`src/rtl/split_constraint_pipe.sv`:
```
// -----------------------------------------------------------------------------
// split_constraint_pipe
//
// Streaming checker for split constraint candidates. Each accepted candidate
// carries a narrow operand A (divide constraint), a wide operand B (add/shift
// constraint) and a 3-bit enable mask. Three constraints are evaluated:
//   C0 = |(((-a) mod 2^A_W) / DIV)
//   C1 = (a != 0) && (b != 0)
//   C2 = |(((zext(b) + OFFSET) mod 2^CALC_W) >> SHIFT)
// and the result is the AND of the enabled ones (empty mask passes).
// Two register stages with valid/ready backpressure, one candidate per cycle.
//
// Optional feature (macro SPLIT_CONSTRAINT_STATS_EN): saturating pass/fail
// counters of delivered results, with a synchronous clear.
//
// Ports:
//   clk, rst_n            clock, asynchronous active-low reset
//   in_valid / in_ready   candidate handshake (in_ready is combinational)
//   in_a [A_W], in_b [B_W], in_mask [3]   candidate and constraint enables
//   out_valid / out_ready result handshake
//   out_x                 AND of enabled constraints
//   out_flags [3]         raw {C2, C1, C0}
//   stats_clr, pass_cnt [CNT_W], fail_cnt [CNT_W]   (macro builds only)
// -----------------------------------------------------------------------------
module split_constraint_pipe #(
    parameter int          A_W    = 4,
    parameter int          B_W    = 12,
    parameter int          CALC_W = 16,
    parameter int          DIV    = 5,
    parameter logic [31:0] OFFSET = 32'h0000_0BA9,
    parameter int          SHIFT  = 4,
    parameter int          CNT_W  = 16
) (
    input  logic             clk,
    input  logic             rst_n,
    input  logic             in_valid,
    output logic             in_ready,
    input  logic [A_W-1:0]   in_a,
    input  logic [B_W-1:0]   in_b,
    input  logic [2:0]       in_mask,
    output logic             out_valid,
    input  logic             out_ready,
    output logic             out_x,
    output logic [2:0]       out_flags
`ifdef SPLIT_CONSTRAINT_STATS_EN
    ,
    input  logic             stats_clr,
    output logic [CNT_W-1:0] pass_cnt,
    output logic [CNT_W-1:0] fail_cnt
`endif
);

    // Configuration sanity, resolved at elaboration.
    if (CALC_W < B_W || DIV == 0 || SHIFT >= CALC_W || CNT_W < 1 || A_W > 32) begin : g_bad_cfg
        $error("split_constraint_pipe: illegal parameter set");
    end

    function automatic logic c0_eval(input logic [A_W-1:0] a);
        logic [A_W-1:0] neg;
        neg = -a;
        return ((32'(neg) / 32'(DIV)) != 32'd0);
    endfunction

    function automatic logic c1_eval(input logic [A_W-1:0] a, input logic [B_W-1:0] b);
        return (|a) && (|b);
    endfunction

    function automatic logic c2_eval(input logic [B_W-1:0] b);
        logic [CALC_W-1:0] sum;
        sum = CALC_W'(b) + CALC_W'(OFFSET);
        return |(sum >> SHIFT);
    endfunction

    function automatic logic masked_and(input logic [2:0] mask, input logic [2:0] flags);
        return &(~mask | flags);
    endfunction

    // Reset is asserted asynchronously but released on a clock edge, so the
    // pipeline never leaves reset on an arbitrary phase of rst_n.
    logic rst_meta_n;
    logic rst_sync_n;

    always_ff @(posedge clk or negedge rst_n) begin
        if (!rst_n) begin
            rst_meta_n <= 1'b0;
            rst_sync_n <= 1'b0;
        end else begin
            rst_meta_n <= 1'b1;
            rst_sync_n <= rst_meta_n;
        end
    end

    logic       vld_p1;
    logic [2:0] flags_p1;
    logic [2:0] mask_p1;
    logic       vld_p2;
    logic [2:0] flags_p2;
    logic       x_p2;
    logic       s1_adv;
    logic       s2_adv;

    assign s2_adv = !vld_p2 || out_ready;
    assign s1_adv = !vld_p1 || s2_adv;
    // Held low while the internal reset is still released-pending, so no
    // candidate is accepted into a pipeline that is still being cleared.
    assign in_ready = s1_adv && rst_sync_n;

    // ---- stage 1: constraint evaluation ----
    always_ff @(posedge clk or negedge rst_sync_n) begin
        if (!rst_sync_n) begin
            vld_p1 <= 1'b0;
        end else if (s1_adv) begin
            vld_p1 <= in_valid;
        end
    end

    always_ff @(posedge clk) begin
        if (s1_adv && in_valid) begin
            flags_p1 <= {c2_eval(in_b), c1_eval(in_a, in_b), c0_eval(in_a)};
            mask_p1  <= in_mask;
        end
    end

    // ---- stage 2: masked AND and output register ----
    always_ff @(posedge clk or negedge rst_sync_n) begin
        if (!rst_sync_n) begin
            vld_p2   <= 1'b0;
            flags_p2 <= 3'b000;
            x_p2     <= 1'b0;
        end else if (s2_adv) begin
            vld_p2 <= vld_p1;
            if (vld_p1) begin
                flags_p2 <= flags_p1;
                x_p2     <= masked_and(mask_p1, flags_p1);
            end
        end
    end

    assign out_valid = vld_p2;
    assign out_x     = x_p2;
    assign out_flags = flags_p2;

`ifdef SPLIT_CONSTRAINT_STATS_EN
    function automatic logic [CNT_W-1:0] sat_inc(input logic [CNT_W-1:0] c);
        return (&c) ? c : c + 1'b1;
    endfunction

    // ---- statistics on delivered results ----
    always_ff @(posedge clk or negedge rst_sync_n) begin
        if (!rst_sync_n) begin
            pass_cnt <= '0;
            fail_cnt <= '0;
        end else if (stats_clr) begin
            pass_cnt <= '0;
            fail_cnt <= '0;
        end else if (vld_p2 && out_ready) begin
            if (x_p2) begin
                pass_cnt <= sat_inc(pass_cnt);
            end else begin
                fail_cnt <= sat_inc(fail_cnt);
            end
        end
    end
`endif

endmodule

```
`config.mk`:
```
export PLATFORM = sky130hd
export DESIGN_NAME = split_constraint_pipe
export DESIGN_NICKNAME = d
export VERILOG_FILES = /design/src/rtl/split_constraint_pipe.sv
export SDC_FILE = /design/constraint.sdc
export NUM_CORES = 1
export LEC_CHECK = 0
export ABC_AREA = 1
export ABC_CLOCK_PERIOD_IN_PS = 1100
export BUFFER_PORTS_ARGS = -buffer_cell sky130_fd_sc_hd__buf_4
export CORE_MARGIN = 5
export CORE_UTILIZATION = 45
export CTS_CLUSTER_DIAMETER = 120
export CTS_CLUSTER_SIZE = 8
export DETAILED_ROUTE_END_ITERATION = 7
export GPL_TIMING_DRIVEN = 0
export PLACE_DENSITY = 0.78
export SLEW_MARGIN = 20
export SYNTH_ARGS = -nofsm -noshare
export SYNTH_HDL_FRONTEND = slang
export SYNTH_SLANG_ARGS = --single-unit
```
`constraint.sdc`:
```
create_clock -name clk -period 1.1 [get_ports clk]
set_input_delay 0.22 -clock clk [delete_from_list [all_inputs] [get_ports clk]]
set_output_delay 0.22 -clock clk [all_outputs]
set_load 0.02 [all_outputs]
```
# Word level (Yosys, flattened, before mapping)
# Index checks and enable logic that the tools add are counted.
# Widths: inputs -> output; s select.
# op_classes
addsub,2
n_div,1
bitwise_logic,2
n_reduce_logical,13
# op_table
cell,count
$div 4x3->32 const B,1
$reduce_bool 32->1,1
$reduce_or 12->1,2
$add 12x12->13 const B,1
$neg 4->4,1
$reduce_or 4->1,1
$logic_and 1x1->1,3
$not 3->3,1
$or 3x3->3,1
$reduce_and 3->1,1
$logic_not 1->1,2
$logic_or 1x1->1,2
$reduce_and 2->1,1
# word_totals
register_bits,14
input_bits,23
out_inout_bits,6
wordCells,26

# Longest topological paths before layout
# logic_depth
ltp_word,4
ltp_mapped,5
mapped_depth_nobuf,5

# Least setup slack after synthesis
# No wires, ideal clock.
# synth_timing
path_type,register to register
start,"reg vld_p2, in the netlist out_valid"
end,reg flags_p1[0] (enable)
setup_time_ns,0.314
arrival_time_ns,0.804
required_ns,0.786
slack_ns,-0.018
path_stages_with_launch,4
path_buffers,0
synth_period_minus_slack_ns,1.118
path_cell_list,dfrtp_1 nand3_1 nand2_1 inv_1
# synth_via
elab_chain_len,4
# synth_rtl
item,line,text
from (decl),96,logic vld_p2;
from (signal assigned),131,vld_p2 <= vld_p1;
$logic_not 1->1,102,assign s2_adv = !vld_p2 || out_ready;
$logic_or 1x1->1,102,
$logic_or 1x1->1,103,assign s1_adv = !vld_p1 || s2_adv;
$logic_and 1x1->1,118,if (s1_adv && in_valid) begin
to (signal assigned),119,"flags_p1 <= {c2_eval(in_b), c1_eval(in_a, in_b), c0_eval(in_a)};"
to (decl),94,logic [2:0] flags_p1;
# Every way passes these cells.
# A chain may end at the register's enable or synchronous reset.

# Worst setup path after layout
# layout_timing
start,reg vld_p1
end,out in_ready
# layout_via
elab_chain_len,3
# layout_rtl
item,line,text
from (decl),93,logic vld_p1;
from (signal assigned),113,vld_p1 <= in_valid;
$logic_not 1->1,103,
$logic_or 1x1->1,103,
$logic_and 1x1->1,106,assign in_ready = s1_adv && rst_sync_n;
to (decl),37,"output logic in_ready,"
# Every way passes these cells.

==> results.py <==
metrics = {
    "run_status": {
        "status": "finished with violations",
        "violations": "negative setup slack",
    },
    "grt": {
        "grt_max_degree": 10,
        "antenna_found_initial": 0,
        "grt_pass1_wl_mm": 2.06,
        "grt_pass1_vias": 521,
        "grt_overflow": 0,
        "grt_usage_pct": 13.8,
    },
    "critical_path": {
        "critPathCaptureType": "output port",
        "crit_fanout": 2,
        "crit_required_ns": 0.88,
        "startpoint_type": "register",
        "r2r_setup_slack_ns": 0.03,
        "crit_type": "reg2out",
        "cp_data_arrival_time_ns": 1.03,
    },
    "power_and_ir_drop": {
        "comb_power_share_pct": 27.2,
        "pwr-share-clk_pct": 25.6,
        "vdd_drop_max_mv": 0.745,
        "p_seq_share_pct": 47.1,
        "leakage_uw": 0.000470,
        "p_switching_uw": 391,
        "p_per_area_mw_per_mm2": 1500,
        "intPower_uw": 1010,
        "swShare_pct": 27.8,
    },
    "layout": {
        "area_delta_synth_final_pct": 55.6,
        "antenna_cells": 0,
        "nets": 124,
        "final_area_um2": 935,
        "drive_gt1_share_pct": 42.4,
        "nFillCells": 106,
        "final_cells": 114,
    },
    "clock_network": {
        "cts_buffer_depth": 2,
        "root_buffer": "clkbuf_4",
        "h-tree-depth": 1,
        "numCtsBuffers": 3,
        "clock-sinks": 14,
        "clock_latency_ns": 0.27,
        "cts_tree": "built",
        "path_clk_slew_ns": 0.08,
    },
    "yosys": {
        "syn_inst": 62,
        "ys_seq_elements": 14,
        "synth_edf_count": 6,
        "syn_avg_cell_area_um2": 9.69,
        "yosys-top-cells-count": "nand2_1 (15), dfrtp_1 (8), inv_1 (8), nor2_1 (8), edfxtp_1 (6)",
        "synthArstFlopShare_pct": 57.1,
        "yosysTopAreaCellShare_pct": 33.3,
        "yosysSeqAreaShare_pct": 63.3,
        "yosysWarnings": 0,
        "synth_flop_cell": "dfrtp_1",
        "synth.distinct_cells": 17,
        "synth_top_cell_by_area": "dfrtp_1",
        "synth_area_leaders": "dfrtp_1 (33%), edfxtp_1 (30%), nand2_1 (9.4%)",
        "yosysMostFrequentCell": "nand2_1",
        "syn_area_um2": 601,
    },
    "sta": {
        "finalWorstSetupSlack_ns": -0.150,
        "fin_crit_ns": 1.25,
        "rsz0062_at_grt": "yes",
        "fmax_ghz": 0.800,
        "fin_hold_ws_ns": 0.118,
        "fin_skew_ns": 0.00112,
        "slew_violations": 0,
        "hold_viol_final": 0,
        "fin_crit_sh_pct": 114,
        "setup_viol": 2,
    },
    "placed_design": {
        "port_buffers": 28,
        "dpl_cell_area_um2": 833,
        "hpwl_um": 1000,
        "gp_congestion": 0.710,
        "dp_cells": 106,
    },
    "route": {
        "antenna_left": 0,
        "wl_per_cell_um": 11.7,
        "drt_iter0_drc": 6,
        "first_pass_iters": 4,
        "routed_wl_mm": 1.34,
        "viasPerCell": 4.53,
        "drc": 0,
        "vias": 516,
    },
    "floorplanning": {
        "start_util_pct": 46.7,
        "rows": 13,
        "io_pins": 29,
        "die_w_um": 46.5,
        "die_area_mm2": 0.00217,
        "core_mm2": 0.00128,
        "die_h_um": 46.5,
    },
    "hold_path": {
        "hold_path.class": "in2reg",
    },
    "run": {
        "maxCapViolations": 0,
    },
}
==> worst max-delay path, stage by stage, from the launching register on <==
cell and delay, ns:
dfrtp_1 0.40, nand3_2 0.12, nand2_2 0.08, inv_2 0.04
buf_6 0.12
==> worst paths after layout <==
check,from,end,cells after the start
setup reg to reg,vld_p1,mask_p1[2],4
hold reg to reg,rst_sync_n,out_flags[2],1
setup / recovery,vld_p1,in_ready,4
max in group asynchronous,rst_n,rst_sync_n,2
min in group asynchronous,rst_sync_n,out_flags[2],1
hold / removal,in_mask[1],mask_p1[1],1
==> registers in the layout, indices dropped and copies added, names as in the netlist <==
register    flops
flags_p1        3
mask_p1         3
out_flags       3
out_valid       1
out_x           1
rst_meta_n      1
rst_sync_n      1
vld_p1          1
==> final cells by class <==
class                      instances  area (µm²)  share of cell area [%]
sequential                        14         382                    40.8
clock buffer                       4        36.3                    3.88
timing repair buffer              32         254                    27.2
inverter                           8        35.0                    3.75
tap                               15        18.8                    2.01
multi-input combinational         41         209                    22.4
==> layout by cell type, fill, tap and decap left out, drive strengths merged <==
master and instances:
nor3b 1, inv 8, clkbuf 4, edfxtp 6
buf 31, nor2 8, and2 1, or2 1
conb 2, ha 1, o21ai 4, xnor2 1
dlygate4sd3 1, nand3 4, nand2 16, a21oi 1
a21o 1, dfrtp 8
==> per-layer routing <==
metal	GRT usage (%)	vias up	share of wire, %
met4	9.09	0	3.1
met3	2.34	4	5.8
met2	24.5	15	57
li1	-	268	-
met1	14.7	229	34
met5	0	-	0
==> per-stage QoR <==
stage                     total power [µW]  worst slack, ns  util (%)  TNS (ns)
after floorplan                        830           0.0298         -         0
after global placement                 988           -0.106      64.8    -0.106
after detailed placement              1000           -0.130      64.8    -0.130
after CTS                             1390           -0.119      71.3    -0.186
after global routing                  1480           -0.216      72.7    -0.379
final                                 1410           -0.150      72.7    -0.203
==> timing repair <==
| item | CTS | global route |
|---|---|---|
| gates cloned | 0 | 0 |
| hold buffers | 1 | 0 |
| setup endpoints to repair | 1 | 9 |
| hold endpoints to repair | 2 | 0 |
| gates resized for setup | 4 | 7 |
| pin swaps | 1 | 1 |
| setup buffers | 3 | 1 |
==> kinds of logic after synthesis <==
group           Yosys count  synth area share, %
compound gates            6                 5.41
xor+xnor                  1                 1.46
fa+ha+maj                 1                 2.08
buf+inv                   8                 5.00
flops                    14                 63.3
other cells               1                0.624
simple gates             31                 22.1
==> power by group through the flow <==
stage,registers (µW),logic [µW],clock network (µW)
floorplan,730,99.9,0
global placement,669,319,0
detailed placement,673,330,0
CTS,659,368,367
global route,674,420,390
finish,663,383,361
Note: power is estimated with default switching activity, not from simulation.
